### src/rtl/data_memory_ws.sv
// Wait-state data memory: request/done handshake, configurable latency and range fault.
// Optional byte-lane writes are enabled by defining DATA_MEMORY_WS_BYTE_STROBE_EN.
module data_memory_ws #(
  parameter int unsigned        DATA_W      = 16,
  parameter int unsigned        ADDR_W      = 16,
  parameter int unsigned        DEPTH       = 256,
  parameter int unsigned        WAIT_STATES = 2,
  parameter logic [DATA_W-1:0]  ID0         = 16'h0253,
  parameter logic [DATA_W-1:0]  ID1         = 16'h2022
) (
  input  logic                  clk,
  input  logic                  rst,
  input  logic                  req,
  input  logic                  we,
  input  logic [ADDR_W-1:0]     addr,
  input  logic [DATA_W-1:0]     wdata,
  input  logic [DATA_W/8-1:0]   be,
  output logic                  ready,
  output logic                  busy,
  output logic                  done,
  output logic [DATA_W-1:0]     rdata,
  output logic                  fault
);

  localparam int unsigned      NumBytes = DATA_W / 8;
  localparam int unsigned      IdxW     = (DEPTH > 1) ? $clog2(DEPTH) : 1;
  localparam logic [3:0]       WaitCnt  = 4'(WAIT_STATES);
  localparam logic [ADDR_W:0]  DepthLim = (ADDR_W+1)'(DEPTH);

  typedef enum logic [1:0] {StIdle, StWait, StDone} state_e;

  state_e              state_q, state_d;
  logic [3:0]          cnt_q, cnt_d;
  logic                we_q;
  logic [ADDR_W-1:0]   addr_q;
  logic [DATA_W-1:0]   wdata_q;
  logic [DATA_W-1:0]   rdata_q;
  logic                fault_q;

  logic                accept, commit, direct;
  logic                c_we, in_range;
  logic [ADDR_W-1:0]   c_addr;
  logic [DATA_W-1:0]   c_wdata;
  logic [IdxW-1:0]     idx;

  // Power-up contents; reset deliberately leaves the array alone.
  logic [DATA_W-1:0]   mem_q [DEPTH] = '{0: ID0, 1: ID1, default: '0};

  assign ready  = (state_q == StIdle) || (state_q == StDone);
  assign busy   = (state_q != StIdle);
  assign done   = (state_q == StDone);
  assign rdata  = rdata_q;
  assign fault  = fault_q;
  assign accept = req && ready;

  // With zero wait states the commit edge is the accept edge, so use the live inputs.
  assign direct   = (WaitCnt == 4'd0);
  assign c_we     = direct ? we    : we_q;
  assign c_addr   = direct ? addr  : addr_q;
  assign c_wdata  = direct ? wdata : wdata_q;
  assign in_range = ({1'b0, c_addr} < DepthLim);
  assign idx      = c_addr[IdxW-1:0];

`ifdef DATA_MEMORY_WS_BYTE_STROBE_EN
  logic [NumBytes-1:0] be_q, c_be;
  assign c_be = direct ? be : be_q;

  always_ff @(posedge clk) begin
    if (rst) begin
      be_q <= '0;
    end else if (accept) begin
      be_q <= be;
    end
  end
`else
  logic unused_be;
  assign unused_be = ^be;
`endif

  always_comb begin
    state_d = state_q;
    cnt_d   = cnt_q;
    commit  = 1'b0;
    case (state_q)
      StIdle, StDone: begin
        if (accept) begin
          cnt_d = WaitCnt;
          if (direct) begin
            state_d = StDone;
            commit  = 1'b1;
          end else begin
            state_d = StWait;
          end
        end else begin
          state_d = StIdle;
        end
      end
      StWait: begin
        cnt_d = cnt_q - 4'd1;
        if (cnt_q == 4'd1) begin
          state_d = StDone;
          commit  = 1'b1;
        end
      end
      default: state_d = StIdle;
    endcase
  end

  always_ff @(posedge clk) begin
    if (rst) begin
      state_q <= StIdle;
      cnt_q   <= '0;
      we_q    <= 1'b0;
      addr_q  <= '0;
      wdata_q <= '0;
      rdata_q <= '0;
      fault_q <= 1'b0;
    end else begin
      state_q <= state_d;
      cnt_q   <= cnt_d;
      if (accept) begin
        we_q    <= we;
        addr_q  <= addr;
        wdata_q <= wdata;
      end
      if (commit) begin
        fault_q <= !in_range;
        if (!in_range) begin
          rdata_q <= '0;
        end else if (!c_we) begin
          rdata_q <= mem_q[idx];
        end
      end
    end
  end

  // A reset coinciding with the commit edge suppresses the write.
  always_ff @(posedge clk) begin
    if (!rst && commit && c_we && in_range) begin
`ifdef DATA_MEMORY_WS_BYTE_STROBE_EN
      for (int i = 0; i < NumBytes; i++) begin
        if (c_be[i]) begin
          mem_q[idx][8*i +: 8] <= c_wdata[8*i +: 8];
        end
      end
`else
      mem_q[idx] <= c_wdata;
`endif
    end
  end

endmodule

### config.mk
export PLATFORM = sky130hd
export DESIGN_NAME = data_memory_ws
export DESIGN_NICKNAME = d
export VERILOG_FILES = /design/src/rtl/data_memory_ws.sv
export SDC_FILE = /design/constraint.sdc
export NUM_CORES = 2
export LEC_CHECK = 0
export CAP_MARGIN = 20
export CORE_MARGIN = 2
export CORE_UTILIZATION = 65
export CTS_BUF_LIST = sky130_fd_sc_hd__clkbuf_8
export CTS_CLUSTER_DIAMETER = 150
export DETAILED_ROUTE_END_ITERATION = 10
export GPL_ROUTABILITY_DRIVEN = 0
export PLACE_DENSITY_LB_ADDON = 0.15
export RECOVER_POWER = 100
export SETUP_SLACK_MARGIN = 0.2
export SLEW_MARGIN = 10
export SYNTH_ARGS = -nofsm -noshare
export SYNTH_HDL_FRONTEND = slang
export SYNTH_SLANG_ARGS = --single-unit
### constraint.sdc
create_clock -name clk -period 5.54 [get_ports clk]
set_input_delay 0.554 -clock clk [delete_from_list [all_inputs] [get_ports clk]]
set_output_delay 0.554 -clock clk [all_outputs]
set_load 0.01 [all_outputs]
==> impl_summary.txt <==
----------------------------------------------------
[Power]
  Leak ... about 54 nW
  IR drop worst, VDD ... approximately 0.35 mV
  Pwr/cell area ... 350 nW/um^2

[Place]
  Total placed cells including tap cells ... 10900
  Port-buffer cells ... 55
  Detailed Place HPWL ... around 260000 um

[Route]
  Via total after detailed routing ... 84300
  Antenna-violating nets left ... 0
  Number of violations reported at the end of detailed-routing iteration 0 ... 12500
  First-pass detailed-route iteration total ... 6
  Total DRC errors in the routed layout ... 0
  DR vias/cell ... 6.97
  Routed wirelength normalized by instance count ... between 30 and 40 um
  Overall routed net length ... about 430000 um

[CTS]
  TritonCTS clock tree ... done
  # clock sinks ... 4160
  Number of CTS-inserted buffers ... roughly 650
  Latest clock arrival within the worst-skew pair ... between 1 and 1.5 ns
  Number of H-tree branching levels ... 6
  Clock slew at the register clock pins of the worst setup and hold paths ... 0.06 ns
  Clock root buffer ... sky130_fd_sc_hd__clkbuf_8
  Clock Path Buffers ... 4

[Worst setup path]
  Crit path max fanout ... ~50
  Kind of critical path ... reg2reg
  Arrival time of data at the critical path endpoint ... 6.25 ns
  Type of origin of the critical path ... flop
  CP Data Required Time ... 6.55 ns
  Setup slack on the worst flop-to-flop path ... 0.30 ns
  Category of the worst setup path capture point ... flop

[Layout]
  Proportion of layout cells with a drive suffix above 1 ... 21.3%
  Fin nets ... 8427
  Relative area change from synthesis to final layout ... 10.8%
  Final cell count without fillers ... 12100
  Final Util ... 72.2%

[Die]
  Placeable Area ... around 250000 um^2
  Number of ports placed on the die boundary ... 58
  Initial core utilization ... roughly two thirds
  Die outline area ... about 250000 um^2
  Width of the die ... 500 um
  Die height ... 500 um
  Row Count ... 182

[Yosys]
  Number of storage elements in the synthesis netlist ... roughly 4200
  Combinational family with the most area after synthesis ... multiplexers
  XOR/XNOR share of the synthesized area ... 0%
  Sequential area share after synthesis ... 77.6%
  Post-synth EDFFs ... 4096
  Area fraction in compound gates after synthesis ... 3.47%
  Portion of netlist area occupied by mux cells ... 15.1%
  Post-synth top flop ... sky130_fd_sc_hd__edfxtp_1
  Yosys warning total ... 0
  Count of different cell masters after synthesis ... 67
  Basic-gate share of the synthesized area counting and, or, nand and nor cells ... under 10%
  Cell area after synthesis ... 160000 um^2
  Mean Syn Cell Area ... 21.2 um^2
  Adder-cell share of the synthesized area ... 0.0156%
  Async S/R FF share, synth ... 0%
  Count of mapped cells out of synthesis ... around 7500
  Synthesized net count ... 7583

[STA]
  Final-layout worst hold slack ... 0.205 ns
  Fraction of the cycle the final worst path needs ... 94.7%
  Setup TNS ... 0 ns
  Final hold violation count ... 0
  Achievable frequency ... 191 MHz
  Worst Clk Skew ... 0.119 ns
  Relative slew slack ... -193%
  Unrepaired setup endpoints after global routing ... false
  Number of endpoints failing setup at the final stage ... 0
  Final-report max-slew violation count ... 3012
  Least-Margin Pin Slew ... 4.40 ns
  Minimum clock period ... 5.24 ns

[Global routing]
  Largest net degree at the start of global routing ... 203
  Number of global-route vias before repair ... 82800
  Initial antenna violation count ... 25
  Global-route usage over all layers ... around a third
  Global-route wire length before repair ... 606000 um
  Residual overflow from global routing ... 0

[Run status]
  Violated checks ... max-capacitance violations, max-slew violations
  Result of the run ... complete, but fails checks

[Flow run]
  Max-cap violations ... 42

[Hold path]
  Worst min-delay path category ... in2reg

----------------------------------------------------
==> flip-flops by register name (all words and copies together) (netlist names), named ones only <==
register	cells
cnt_q	4
c_we	1
fault	1
addr_q	16
state_q	2
mem_q	4096
rdata	16
c_wdata	16
==> cells by family (layout without fill, tap and decap cells) <==
kind of cell,count (synthesis),after routing
flops,4160,4160
fa+ha+maj,2,2
other cells,0,16
mux,1359,1359
buf+inv,453,1771
simple gates,763,763
compound gates,806,806
==> power breakdown <==
part           internal [W]  total [W]  switching, W
logic               0.00121    0.00367       0.00246
registers            0.0347     0.0349      0.000208
clock network        0.0117     0.0235        0.0118
total                0.0476     0.0621        0.0144
==> through the flow <==
stage               total power [W]  cell area, um^2  setup WS, ns
floorplan                    0.0376           160000          1.29
global placement             0.0390           167000         0.979
detailed placement           0.0391           167000          1.02
CTS                          0.0621           179000         0.946
global route                 0.0636           177000         0.348
finish                       0.0621           177000         0.296
==> path summary, 6_finish.rpt <==
check,cells after the start,from,to
worst max-delay path,10,flop,rdata[10]
worst min-delay path,3,addr[0],addr_q[0]
worst max register to register,10,flop,rdata[10]
worst min register to register,2,addr_q[13],addr_q[13]
==> cell usage in the layout (no fill, tap or decap), types with 19 or more instances in the layout <==
cell type,n
sky130_fd_sc_hd__a211oi_1,45
sky130_fd_sc_hd__clkdlybuf4s50_1,34
sky130_fd_sc_hd__buf_12,37
sky130_fd_sc_hd__dfxtp_1,58
sky130_fd_sc_hd__edfxtp_1,4096
sky130_fd_sc_hd__mux2i_1,512
sky130_fd_sc_hd__mux4_2,825
sky130_fd_sc_hd__inv_1,220
sky130_fd_sc_hd__nor2b_1,19
sky130_fd_sc_hd__nor3_1,98
sky130_fd_sc_hd__nand3_1,24
sky130_fd_sc_hd__buf_4,181
sky130_fd_sc_hd__nand2_1,214
sky130_fd_sc_hd__a22oi_1,80
sky130_fd_sc_hd__nor2_1,327
sky130_fd_sc_hd__a21oi_1,163
sky130_fd_sc_hd__clkbuf_1,313
sky130_fd_sc_hd__a22o_1,29
sky130_fd_sc_hd__o221ai_1,163
sky130_fd_sc_hd__clkbuf_8,663
sky130_fd_sc_hd__clkinv_1,144
sky130_fd_sc_hd__clkinv_2,54
sky130_fd_sc_hd__dlygate4sd3_1,46
sky130_fd_sc_hd__o21ai_0,87
sky130_fd_sc_hd__o22ai_1,150
==> layer usage <==
layer | GRT usage (%) | vias up | share of wire (%)
li1 | - | 33500 | -
met1 | 48.4 | 43600 | 35
met2 | 50.9 | 6097 | 45
met3 | 10.8 | 1058 | 14
met4 | 16.4 | 18 | 5.4
met5 | 0 | - | 0.040
==> synthesized netlist by cell type (22+ instances only) <==
cell | count | share of area, %
sky130_fd_sc_hd__mux2i_1 | 512 | 3.2
sky130_fd_sc_hd__a211oi_1 | 45 | 0.21
sky130_fd_sc_hd__a22o_1 | 29 | 0.16
sky130_fd_sc_hd__edfxtp_1 | 4096 | 77
sky130_fd_sc_hd__o22ai_1 | 150 | 0.59
sky130_fd_sc_hd__clkbuf_1 | 176 | 0.41
sky130_fd_sc_hd__mux4_2 | 825 | 12
sky130_fd_sc_hd__dfxtp_1 | 64 | 0.80
sky130_fd_sc_hd__nand2_1 | 217 | 0.51
sky130_fd_sc_hd__o21ai_0 | 88 | 0.28
sky130_fd_sc_hd__buf_4 | 68 | 0.32
sky130_fd_sc_hd__nor2_1 | 331 | 0.78
sky130_fd_sc_hd__buf_6 | 75 | 0.53
sky130_fd_sc_hd__nor3_1 | 98 | 0.31
sky130_fd_sc_hd__o221ai_1 | 163 | 0.89
sky130_fd_sc_hd__a22oi_1 | 80 | 0.38
sky130_fd_sc_hd__buf_2 | 89 | 0.28
sky130_fd_sc_hd__nand3_1 | 30 | 0.094
sky130_fd_sc_hd__a21oi_1 | 164 | 0.51
sky130_fd_sc_hd__nor2b_1 | 22 | 0.086
==> layout make-up <==
cell class / instances / area [um^2]
Clock inverter: 465 / 2400
Antenna cell: 16 / 40.0
Clock buffer: 663 / 9130
Timing Repair Buffer: 631 / 4200
Multi-Input combinational cell: 2930 / 33200
Sequential cell: 4160 / 124000
Inverter: 12 / 55.1
Tap cell: 3220 / 4030
Fill cell: 14200 / 68200
==> worst max-delay path: stages, from the launching register on <==
cell and delay (ns):
sky130_fd_sc_hd__dfxtp_4 0.95, sky130_fd_sc_hd__buf_12 0.40, sky130_fd_sc_hd__clkbuf_2 0.77, sky130_fd_sc_hd__clkbuf_2 0.55
sky130_fd_sc_hd__mux4_2 0.39, sky130_fd_sc_hd__a211oi_1 0.93, sky130_fd_sc_hd__nor3_1 0.27, sky130_fd_sc_hd__buf_4 0.21
sky130_fd_sc_hd__nor3_1 0.13, sky130_fd_sc_hd__buf_4 0.22, sky130_fd_sc_hd__o21ai_0 0.11
==> what timing repair did <==
| action | in CTS | in global routing |
|---|---|---|
| resized for setup | 0 | 0 |
| buffers inserted | 0 | 0 |
| hold buffers | 26 | 0 |
| setup endpoints to repair | 0 | 0 |
| hold endpoints to repair | 30 | 0 |
(Power assumes the default switching activity.)
